==> config.mk <==
export PLATFORM = sky130hd
export DESIGN_NAME = nibble_serial_adder
export DESIGN_NICKNAME = d
export VERILOG_FILES = /design/src/rtl/nibble_serial_adder_pkg.sv /design/src/rtl/nibble_add4.sv /design/src/rtl/nibble_serial_adder.sv
export SDC_FILE = /design/constraint.sdc
export NUM_CORES = 1
export LEC_CHECK = 0
export BUFFER_PORTS_ARGS = -buffer_cell sky130_fd_sc_hd__buf_2
export CAP_MARGIN = 25
export CORE_ASPECT_RATIO = 2
export CORE_UTILIZATION = 35
export DETAILED_ROUTE_END_ITERATION = 10
export GPL_TIMING_DRIVEN = 1
export HOLD_SLACK_MARGIN = 0.15
export PLACE_DENSITY = 0.61
export SETUP_SLACK_MARGIN = 0.1
export SLEW_MARGIN = 30
export SYNTH_ARGS = -nofsm -noshare
export SYNTH_HDL_FRONTEND = slang
export SYNTH_SLANG_ARGS = --single-unit
==> constraint.sdc <==
create_clock -name clk -period 2.7 [get_ports clk]
set_clock_uncertainty 0.1 [all_clocks]
set_input_delay 0.135 -clock clk [delete_from_list [all_inputs] [get_ports clk]]
set_output_delay 0.135 -clock clk [all_outputs]
set_load 0.005 [all_outputs]
==> src/rtl/nibble_serial_adder_pkg.sv <==
// Shared types and constants for the nibble-serial adder.
// Holds the control FSM encoding and the width of one arithmetic slice.
package nibble_serial_adder_pkg;

    localparam int NIBBLE_W = 4;

    typedef enum logic [1:0] {
        IDLE = 2'd0,
        RUN  = 2'd1,
        DONE = 2'd2
    } state_t;

endpackage

==> src/rtl/nibble_add4.sv <==
// One 4-bit ripple slice with carry-in/carry-out; purely combinational.
// Shared by every nibble of an operation, one nibble per clock.
module nibble_add4
    import nibble_serial_adder_pkg::*;
(
    input  logic [NIBBLE_W-1:0] a,
    input  logic [NIBBLE_W-1:0] b,
    input  logic                cin,
    output logic [NIBBLE_W-1:0] sum,
    output logic                cout
);

    logic [NIBBLE_W:0] total;

    assign total = {1'b0, a} + {1'b0, b} + {{NIBBLE_W{1'b0}}, cin};
    assign sum   = total[NIBBLE_W-1:0];
    assign cout  = total[NIBBLE_W];

endmodule

==> src/rtl/nibble_serial_adder.sv <==
// Serial W-bit adder: one nibble per clock through a single shared 4-bit slice.
// Result and flags are registered; done pulses one cycle, NIBBLES edges after start.
module nibble_serial_adder
    import nibble_serial_adder_pkg::*;
#(
    parameter int NIBBLES = 4
) (
    input  logic                         clk,
    input  logic                         rst_n,
    input  logic                         start,
    input  logic [NIBBLE_W*NIBBLES-1:0]  a,
    input  logic [NIBBLE_W*NIBBLES-1:0]  b,
    input  logic                         cin,
    output logic                         busy,
    output logic                         done,
    output logic [NIBBLE_W*NIBBLES-1:0]  sum,
    output logic                         cout,
    output logic                         ovf
);

    localparam int W     = NIBBLE_W * NIBBLES;
    localparam int IDX_W = $clog2(NIBBLES);
    localparam logic [IDX_W-1:0] LAST_IDX = IDX_W'(NIBBLES - 1);

    state_t                             state_q;
    logic [IDX_W-1:0]                   idx_q;
    logic [IDX_W-1:0]                   idx_d;
    logic                               carry_q;
    logic [NIBBLES-1:0][NIBBLE_W-1:0]   a_q;
    logic [NIBBLES-1:0][NIBBLE_W-1:0]   b_q;
    logic [NIBBLES-1:0][NIBBLE_W-1:0]   sum_q;
    logic                               cout_q;
    logic                               ovf_q;
    logic                               ovf_d;
    logic                               busy_q;
    logic                               done_q;

    logic [NIBBLE_W-1:0]                add_a;
    logic [NIBBLE_W-1:0]                add_b;
    logic [NIBBLE_W-1:0]                add_sum;
    logic                               add_cout;

    assign add_a = a_q[idx_q];
    assign add_b = b_q[idx_q];

    nibble_add4 u_add (
        .a    (add_a),
        .b    (add_b),
        .cin  (carry_q),
        .sum  (add_sum),
        .cout (add_cout)
    );

    assign idx_d = idx_q + IDX_W'(1);

    // Only meaningful on the last nibble: add_sum[MSB] is then the result sign bit.
    assign ovf_d = (a_q[NIBBLES-1][NIBBLE_W-1] == b_q[NIBBLES-1][NIBBLE_W-1]) &&
                   (add_sum[NIBBLE_W-1] != a_q[NIBBLES-1][NIBBLE_W-1]);

    always_ff @(posedge clk) begin
        if (!rst_n) begin
            state_q <= IDLE;
            idx_q   <= '0;
            carry_q <= 1'b0;
            a_q     <= '0;
            b_q     <= '0;
            sum_q   <= '0;
            cout_q  <= 1'b0;
            ovf_q   <= 1'b0;
            busy_q  <= 1'b0;
            done_q  <= 1'b0;
        end else begin
            case (state_q)
                IDLE, DONE: begin
                    done_q <= 1'b0;
                    if (start) begin
                        a_q     <= a;
                        b_q     <= b;
                        carry_q <= cin;
                        idx_q   <= '0;
                        busy_q  <= 1'b1;
                        state_q <= RUN;
                    end else begin
                        busy_q  <= 1'b0;
                        state_q <= IDLE;
                    end
                end
                RUN: begin
                    sum_q[idx_q] <= add_sum;
                    carry_q      <= add_cout;
                    if (idx_q == LAST_IDX) begin
                        idx_q   <= '0;
                        cout_q  <= add_cout;
                        ovf_q   <= ovf_d;
                        busy_q  <= 1'b0;
                        done_q  <= 1'b1;
                        state_q <= DONE;
                    end else begin
                        idx_q   <= idx_d;
                    end
                end
                default: begin
                    busy_q  <= 1'b0;
                    done_q  <= 1'b0;
                    state_q <= IDLE;
                end
            endcase
        end
    end

    assign busy = busy_q;
    assign done = done_q;
    assign sum  = W'(sum_q);
    assign cout = cout_q;
    assign ovf  = ovf_q;

endmodule

* Word level (Yosys, flattened, before mapping) *
Index checks and enable logic that the tools add are counted.

storage, ports and cells
  bits in registers = 57
  bits of input ports = 36
  output and inout bits = 20

operators by class
  $add $sub $neg = 3
  order comparisons = 2
  equality and inequality tests = 7
  multiplexer cells = 18
  reductions and logical operators = 9

operator list
  cell                                                                                 count
  4-bit binary-select mux with 2-bit select                                            2
  16-bit bitwise mux                                                                   1
  4-bit 2-to-1 mux                                                                     3
  4-bit demux with 2-bit select                                                        1
  2-bit one-hot mux with 2 select lines                                                2
  2-bit AND reduction                                                                  4
  2-bit 2-to-1 mux                                                                     3
  4-bit by 4-bit adder with 5-bit output                                               1
  5-bit by 1-bit adder with 5-bit output                                               1
  2-bit == test, second input constant                                                 2
  1-bit 2-to-1 mux                                                                     4
  2-bit != test, second input constant                                                 2
  1-bit one-hot mux with 2 select lines                                                2
  2-bit by 3-bit less-than comparator with 1-bit output, second input constant         1
  2-bit by 1-bit adder with 2-bit output, second input constant                        1
  2-bit by 1-bit == test with 1-bit output, second input constant                      1
  2-bit by 1-bit greater-or-equal comparator with 1-bit output, second input constant  1
  1-bit logical AND                                                                    2
  2-bit zero test                                                                      1
  2-bit nonzero test                                                                   1
  2-bit OR reduction                                                                   1
  1-bit == test                                                                        1
  1-bit != test                                                                        1

* Longest topological paths before layout *
Gate-level depths: netlist of run 1.

  depth after elaboration = 6
  mapped depth = 10

* Cells and area by module *
Synthesis of run 1 repeated with hierarchy kept, for this count alone.

second synthesis, totals
  cell total of the unflattened synthesis = 281
  area total of the unflattened synthesis = 2,571.2 µm²

modules (own cells, without submodules)
  module               times used  cells each  area an instance (µm²)  seq. area each (µm²)
  nibble_serial_adder  1           265         2,427.3                 1,141.1
  nibble_add4          1           16          143.9                   0.0

* Worst setup path before layout of run 1 *
OpenSTA, ideal clock, no wires.

  path kind = register to register
  from = reg idx_q[1]
  to = reg carry_q
  setup time = 0.123 ns
  arrival = 2.261 ns
  required time = 2.477 ns
  path slack = 0.216 ns
  stages on the path, launching flop included = 11
  buffers on the path = 1
  path through = dfxtp_1 > buf_2 > mux4_2 > inv_1 > fa_1 > inv_1 > fa_1 > a21o_2 > a21oi_1 > nand2b_1 > a21boi_1

between the ends
  word-level cells in the longest chain between the ends = 5
  elaborated cells between the ends (all ways) = 7
  classes of those cells = 2 x add/sub; 5 x mux

ends and longest elaborated chain
  element                                                       line                                                  text
  start, declared                                               nibble_serial_adder.sv:26                             logic [IDX_W-1:0] idx_q;
  start signal, assigned                                        nibble_serial_adder.sv:99                             idx_q <= idx_d;
  4-bit binary-select mux with 2-bit select (on tied branches)  nibble_serial_adder.sv:43, nibble_serial_adder.sv:44
  4-bit 2-to-1 mux (on tied branches)                           nibble_serial_adder.sv:43, nibble_serial_adder.sv:44
  4-bit by 4-bit adder with 5-bit output *                      nibble_add4.sv:15                                     assign total = {1'b0, a} + {1'b0, b} + {{NIBBLE_W{1'b0}}, cin};
  5-bit by 1-bit adder with 5-bit output *                      nibble_add4.sv:15
  1-bit one-hot mux with 2 select lines *                       nibble_serial_adder.sv:73                             case (state_q)
  end signal, assigned                                          nibble_serial_adder.sv:79                             carry_q <= cin;
  end signal, assigned                                          nibble_serial_adder.sv:90                             carry_q <= add_cout;
  end, declared                                                 nibble_serial_adder.sv:28                             logic carry_q;

Mark *: on every way between the ends. The rest lies on a longest branch, timed or not. The select of a mux whose other input is x is not followed.
A chain may end at the register's enable or synchronous reset.

* Worst setup path in the final report of run 1 *
  from = reg idx_q[1]
  to = reg ovf_q (netlist: ovf)

between the ends
  word-level cells in the longest chain between the ends = 6
  elaborated cells between the ends (all ways) = 10
  classes of those cells = 2 x add/sub; 2 x eq/ne; 4 x mux; 2 x reduce/logical

ends and longest elaborated chain
  element                                                       line                                                  text
  4-bit binary-select mux with 2-bit select (on tied branches)  nibble_serial_adder.sv:43, nibble_serial_adder.sv:44
  4-bit 2-to-1 mux (on tied branches)                           nibble_serial_adder.sv:43, nibble_serial_adder.sv:44
  4-bit by 4-bit adder with 5-bit output                        nibble_add4.sv:15
  5-bit by 1-bit adder with 5-bit output                        nibble_add4.sv:15
  1-bit != test                                                 nibble_serial_adder.sv:58                             (add_sum[NIBBLE_W-1] != a_q[NIBBLES-1][NIBBLE_W-1]);
  1-bit logical AND                                             nibble_serial_adder.sv:57                             assign ovf_d = (a_q[NIBBLES-1][NIBBLE_W-1] == b_q[NIBBLES-1][NIBBLE_W-1]) &&
  end signal, assigned                                          nibble_serial_adder.sv:94                             ovf_q <= ovf_d;
  end, declared                                                 nibble_serial_adder.sv:33                             logic ovf_q;

Several ways; a longest one is shown, not always the timed one. The select of a mux whose other input is x is not followed.

==> flow_metrics.env, run 1 <==
export IMPL_grt_max_degree=46
export IMPL_drv_cap=0
export IMPL_synthAdderAreaFrac=0.0509
export IMPL_synth_async_reset_ratio=0
export IMPL_grt_pass1_vias=2058
export IMPL_io_pin_count=56
export IMPL_synth_compound_area_share=0.180
export IMPL_num_rows=43
export IMPL_outcome="finished, final reports clean"
export IMPL_place_congestion=0.772
export IMPL_power_leakage_nw=1.61
export IMPL_critical_path_class="reg2reg"
export IMPL_crit_chain="mux4_2 -> ha_1 -> a21oi_1 -> a21boi_1 -> or4_1 -> a31oi_1"
export IMPL_hold_path_class="in2reg"
export IMPL_tightest_slew_ns=0.679
export IMPL_synth_top_family_by_area="compound AO/OA/AOI/OAI gates"
export IMPL_path_delay_family="compound AO/OA/AOI/OAI gates"
export IMPL_crit_buf_inv=0
export IMPL_viasPerCell=4.71
export IMPL_instances_no_fill=449
export IMPL_holdPathEnd="b_q[15]"
export IMPL_drtIter0Drc=112
export IMPL_ff2ff_setup_slack_ns=0.25
export IMPL_clk_pin_slew_worst_paths_ns=0.05
export IMPL_yosys_area_share_simple=0.177
export IMPL_io_buffers=55
export IMPL_ir_worst_vdd_uv=332
export IMPL_grt_pass1_wl_microns=9470
export IMPL_power_density_nw_per_um2=664
export IMPL_pwr_share_clk=0.494
export IMPL_min_from="start"
export IMPL_synth_seq_cells=57
export IMPL_synthTopCellsByArea="dfxtp_1 46%, nand2_1 12%, a21boi_1 9.3%, mux4_2 7.2%, o211a_1 4.0%"
export IMPL_finalCriticalPeriod_ns=2.45
export IMPL_dp_hpwl_microns=4270
export IMPL_timing_setup_tns_ns=0
export IMPL_die_area_sq_um=7520
export IMPL_synth_most_common_cell="nand2_1"
export IMPL_start_util=0.361
export IMPL_drt_antenna_violating_nets=0
export IMPL_synth_nets=313
export IMPL_rsz0062_at_grt="false"
export IMPL_dpl_cell_area_sq_um=2870
export IMPL_coreArea_sq_um=6940
export IMPL_start_kind="flip-flop"
export IMPL_clock_path_buffers=2
export IMPL_drive_gt1_frac=0.259
export IMPL_postSynthAreaPerCell_sq_um=9.35
export IMPL_design_area_sq_um=3530
export IMPL_antenna_found_initial=0
export IMPL_root_buffer="clkbuf_16"
export IMPL_crit_slowest_cell="mux4_2"
export IMPL_power_net_switching_mw=0.508
export IMPL_cts_tree="done"
export IMPL_critPathCaptureType="flip-flop"
export IMPL_diodes=0
export IMPL_yosysUniqueCellTypes=34
export IMPL_cp_max_fo=6
export IMPL_critPathMaxStageDelay_ns=0.50
export IMPL_fill_cells=647
export IMPL_ys_seq_area_frac=0.456
export IMPL_sequentialPowerShare=0.390
export IMPL_drt_total_wl_microns=5970
export IMPL_ys_flop_type="dfxtp_1"
export IMPL_htree_levels=3
export IMPL_post_route_period_util=0.908
export IMPL_synth_edf_count=0
export IMPL_yosysTopAreaCell="dfxtp_1"
export IMPL_die_width_microns=61.8
export IMPL_synth_xor_area_frac=0.00350
export IMPL_hold_viol_final=0
export IMPL_firstDrtPassIters=4
export IMPL_setup_viol_count_final=0
export IMPL_track_usage=0.180
export IMPL_syn_to_final_growth_pct=40.9
export IMPL_fin_worst_hold_slack_ns=0.260
export IMPL_drcViolationCount=0
export IMPL_synthTopCellsByCount="81 x nand2_1, 57 x dfxtp_1, 31 x a21boi_1"
export IMPL_combPwrFrac=0.117
export IMPL_numCtsBuffers=9
export IMPL_insertion_delay_ns=0.32
export IMPL_drv_slew=0
export IMPL_cp_required_ns=2.85
export IMPL_vias=2116
export IMPL_r2r_cells=6
export IMPL_r2r_end="ovf"
export IMPL_netlist_area_sq_um=2500
export IMPL_finalPower_mw=2.34
export IMPL_worstHoldPathCells=4
export IMPL_yosys_mux_area_fraction=0.0879
export IMPL_syn_inst=268
export IMPL_grt_overflow_total=0
export IMPL_swShare=0.217
export IMPL_synth_top_area_frac=0.456
export IMPL_relSlewSlack=0.547
export IMPL_dp_cells=401
export IMPL_yosysWarnings=0
export IMPL_die_h_microns=122
export IMPL_arrival_ns=2.60
export IMPL_routedWlPerCell_microns=13.3
export IMPL_final_nets=400
export IMPL_max_freq_mhz=408
export IMPL_cts_sinks=57
export IMPL_intPower_mw=1.83
export IMPL_regToRegStartpoint="idx_q[1]"
registers in the layout, summed over array words and instances (netlist names):
| signal | flops |
|---|---|
| a_q | 16 |
| b_q | 16 |
| sum | 16 |
| idx_q | 2 |
| state_q | 2 |
| busy | 1 |
| carry_q | 1 |
| cout | 1 |
| done | 1 |
| ovf | 1 |
power by group through the flow:
stage               logic, mW  clock network (mW)  registers (mW)
floorplan               0.160                   0           0.917
global placement        0.232                   0           0.928
detailed placement      0.236                   0           0.930
CTS                     0.273                1.18           0.913
global route            0.306                1.22           0.917
finish                  0.274                1.16           0.912
cell usage in the layout, fill, tap and decap left out, types with 4 or more instances in the layout:
master	instances
o211a_1	10
clkbuf_8	4
a21boi_1	31
inv_1	6
nor2b_1	9
a21oi_1	4
dfxtp_1	55
o22ai_1	4
mux4_2	8
nand2_1	81
dlygate4sd3_1	33
clkbuf_16	9
buf_2	55
mux2i_1	4
ha_1	7
buf_4	8
kinds of logic after synthesis:
logic type,Yosys count
adders and majority gates,9
and+or+nand+nor,103
muxes,12
AOI/OAI and AO/OA,59
DFF,57
xor gates and xnor gates,1
buffers and inverters,27
layout make-up:
| class | count | area [sq um] | area share |
|---|---|---|---|
| inverter | 7 | 26.3 | 0.00745 |
| clock inverter | 2 | 35.0 | 0.00993 |
| sequential | 57 | 1150 | 0.325 |
| clock buffer | 13 | 280 | 0.0794 |
| multi-input combinational | 184 | 1260 | 0.358 |
| tap | 90 | 113 | 0.0319 |
| timing repair buffer | 96 | 666 | 0.189 |
worst min-delay path: stages:
cell	delay (ns)
buf_2	0.11
nor2b_2	0.24
nand2_1	0.10
a21boi_1	0.05
stage by stage:
step / worst slack (ns) / utilization
finish: 0.249 / 0.508
detailed placement: 0.109 / 0.413
global placement: 0.194 / 0.413
floorplan: 0.216 / -
global route: 0.152 / 0.508
CTS: 0.103 / 0.506
metal layers:
layer | routed length (microns) | share of wire | track usage | vias up
met5 | 0 | 0 | 0 | -
met4 | 242 | 0.041 | 0.108 | 0
met3 | 168 | 0.028 | 0.0456 | 15
met2 | 3300 | 0.55 | 0.319 | 49
met1 | 2260 | 0.38 | 0.174 | 977
li1 | - | - | - | 1075
what timing repair did:
item,in CTS,in global routing
resized for setup,0,5
hold buffers,33,0
hold endpoints to repair,33,0
buffers inserted,0,0
endpoints found under the setup margin,0,7
worst max-delay path by stage:
| stage | from | depth (start not counted) | slack [ns] | end |
|---|---|---|---|---|
| global placement | idx_q[1] | 9 | 0.19 | cout |
| CTS | idx_q[1] | 6 | 0.10 | ovf |
| detailed placement | idx_q[1] | 6 | 0.11 | ovf |
| global route | idx_q[1] | 9 | 0.15 | cout |
| finish | idx_q[1] | 6 | 0.25 | ovf |
| floorplan | idx_q[1] | 10 | 0.22 | carry_q |
Power figures use the tool's default switching activity.
==> run 2: changes to the inputs <==
--- a/config.mk
+++ b/config.mk
@@ -14,7 +14,7 @@
 export HOLD_SLACK_MARGIN = 0.15
 export PLACE_DENSITY = 0.61
 export SETUP_SLACK_MARGIN = 0.1
-export SLEW_MARGIN = 30
+export SLEW_MARGIN = 25
 export SYNTH_ARGS = -nofsm -noshare
 export SYNTH_HDL_FRONTEND = slang
 export SYNTH_SLANG_ARGS = --single-unit
==> constraint.sdc (replaced) <==
create_clock -name clk -period 2.3 [get_ports clk]
set_clock_uncertainty 0.1 [all_clocks]
set_input_delay 0.115 -clock clk [delete_from_list [all_inputs] [get_ports clk]]
set_output_delay 0.115 -clock clk [all_outputs]
set_load 0.005 [all_outputs]
==> flow_metrics.env, run 2 (same netlist as run 1, synthesis figures left out) <==
export IMPL_ir_worst_vdd_uv=432
export IMPL_num_rows=43
export IMPL_track_usage=0.176
export IMPL_drt_total_wl_microns=5850
export IMPL_violations="negative setup slack"
export IMPL_power_density_nw_per_um2=726
export IMPL_cts_sinks=57
export IMPL_post_route_util=0.511
export IMPL_io_pin_count=56
export IMPL_finalPower_mw=2.58
export IMPL_diodes=0
export IMPL_antenna_found_initial=0
export IMPL_timing_setup_tns_ns=-0.0144
export IMPL_drtIter0Drc=80
export IMPL_firstDrtPassIters=4
export IMPL_post_route_period_util=1.01
export IMPL_drv_cap=0
export IMPL_cts_tree="done"
export IMPL_coreArea_sq_um=6940
export IMPL_postCtsSetupRepairBufs=0
export IMPL_dp_hpwl_microns=4110
export IMPL_io_buffers=55
export IMPL_clk_pin_slew_worst_paths_ns=0.05
export IMPL_r2r_cells=9
export IMPL_setup_viol_count_final=1
export IMPL_insertion_delay_ns=0.32
export IMPL_instances_no_fill=455
export IMPL_r2r_end="cout"
export IMPL_critical_path_class="reg2reg"
export IMPL_cp_startpoint="idx_q[0]"
export IMPL_grt_pass1_vias=2073
export IMPL_drt_antenna_violating_nets=0
export IMPL_critPathCaptureType="flip-flop"
export IMPL_grt_pass1_wl_microns=9320
export IMPL_drcViolationCount=0
export IMPL_rsz0062_at_grt="true"
export IMPL_cp_max_fo=6
export IMPL_regToRegStartpoint="idx_q[0]"
export IMPL_numCtsBuffers=9
export IMPL_grt_max_degree=43
export IMPL_viasPerCell=4.69
export IMPL_place_congestion=0.820
export IMPL_outcome="finished with violations"
export IMPL_vias=2134
export IMPL_max_freq_mhz=432
export IMPL_arrival_ns=2.43
export IMPL_final_common_cell="nand2_1"
export IMPL_drv_slew=0
export IMPL_cp_required_ns=2.42
export IMPL_crit_end="cout"
export IMPL_drive_gt1_frac=0.279
export IMPL_die_area_sq_um=7520
export IMPL_routedWlPerCell_microns=12.8
export IMPL_start_kind="flip-flop"
export IMPL_die_width_microns=61.8
export IMPL_ff2ff_setup_slack_ns=-0.01
export IMPL_syn_to_final_growth_pct=41.7
export IMPL_die_h_microns=122
export IMPL_htree_levels=3
export IMPL_relSlewSlack=0.570
export IMPL_power_leakage_nw=1.60
export IMPL_root_buffer="clkbuf_16"
export IMPL_final_nets=406
export IMPL_tightest_slew_ns=0.646
export IMPL_setup_ws_ns=-0.0144
export IMPL_finalCriticalPeriod_ns=2.31
export IMPL_layout_common_cells="81 x nand2_1, 55 x dfxtp_1, 55 x buf_2, 33 x dlygate4sd3_1, 31 x a21boi_1"
export IMPL_start_util=0.361
export IMPL_fin_worst_hold_slack_ns=0.246
export IMPL_hold_path_class="in2reg"
export IMPL_hold_viol_final=0
export IMPL_dp_cells=407
export IMPL_clock_path_buffers=2
export IMPL_grt_overflow_total=0
export IMPL_fill_cells=671
[run 2: changes by cell type in the layout (fill, tap and decap cells not counted), moves of 2 or more]
cell / before / now
buf_4: 8 / 14
clkbuf_1: 0 / 5
clkbuf_8: 4 / 1
inv_1: 6 / 3
inv_2: 1 / 4
a21oi_1: 4 / 2
a21oi_2: 0 / 2
ha_1: 7 / 5
ha_4: 0 / 2
[run 2: report_power, final]
part / switching [mW] / leakage (nW) / internal (mW) / total [mW]
Sequential: 0.0310 / 0.467 / 1.04 / 1.07
Combinational: 0.155 / 1.01 / 0.190 / 0.344
Clock: 0.411 / 0.124 / 0.750 / 1.16
Total: 0.597 / 1.60 / 1.98 / 2.58
[run 2: worst max-delay path, cell delays in order, from the launching register on]
cell and delay (ns):
dfxtp_4 0.38, mux4_2 0.51, inv_2 0.08, fa_2 0.20
inv_2 0.04, fa_2 0.36, a21o_2 0.20, a21oi_2 0.12
nand2_1 0.06, o211a_1 0.14
[run 2: worst min path at each step]
| stage | start | endpoint | slack [ns] | depth (start not counted) |
|---|---|---|---|---|
| global route | rst_n | sum[12] | 0.28 | 2 |
| finish | start | a_q[0] | 0.25 | 5 |
| floorplan | a[0] | a_q[0] | 0.15 | 2 |
| global placement | b[3] | b_q[3] | 0.26 | 3 |
| CTS | start | a_q[0] | 0.24 | 5 |
| detailed placement | b[5] | b_q[5] | 0.26 | 3 |
[run 2: area by class of cell]
| cell class | count | area [sq um] | area share |
|---|---|---|---|
| Multi-Input combinational cell | 184 | 1290 | 0.364 |
| Sequential cell | 57 | 1150 | 0.324 |
| Timing Repair Buffer | 102 | 711 | 0.200 |
| Clock buffer | 15 | 258 | 0.0726 |
| Tap cell | 90 | 113 | 0.0317 |
| Inverter | 7 | 26.3 | 0.00740 |
[run 2: routing by layer]
metal / vias up / part of all wire / global-route usage
li1: 1083 / - / -
met1: 993 / 0.36 / 0.162
met2: 45 / 0.58 / 0.323
met3: 13 / 0.026 / 0.0467
met4: 0 / 0.030 / 0.100
met5: - / 0 / 0
[run 2: what timing repair did]
action	in CTS	in global routing
endpoints found under the hold margin	33	0
resized for setup	3	4
setup endpoints to repair	9	15
hold buffers	33	0
pin swaps	1	4
[run 2: through the flow]
| stage | worst slack (ns) | cell area (sq um) |
|---|---|---|
| 4_1_cts | -0.0398 | 3530 |
| 2_1_floorplan | -0.00294 | 2540 |
| 6_report | -0.0144 | 3550 |
| 5_1_grt | -0.127 | 3550 |
| 3_3_place_gp | -0.0164 | 2940 |
| 3_5_place_dp | -0.0779 | 2940 |
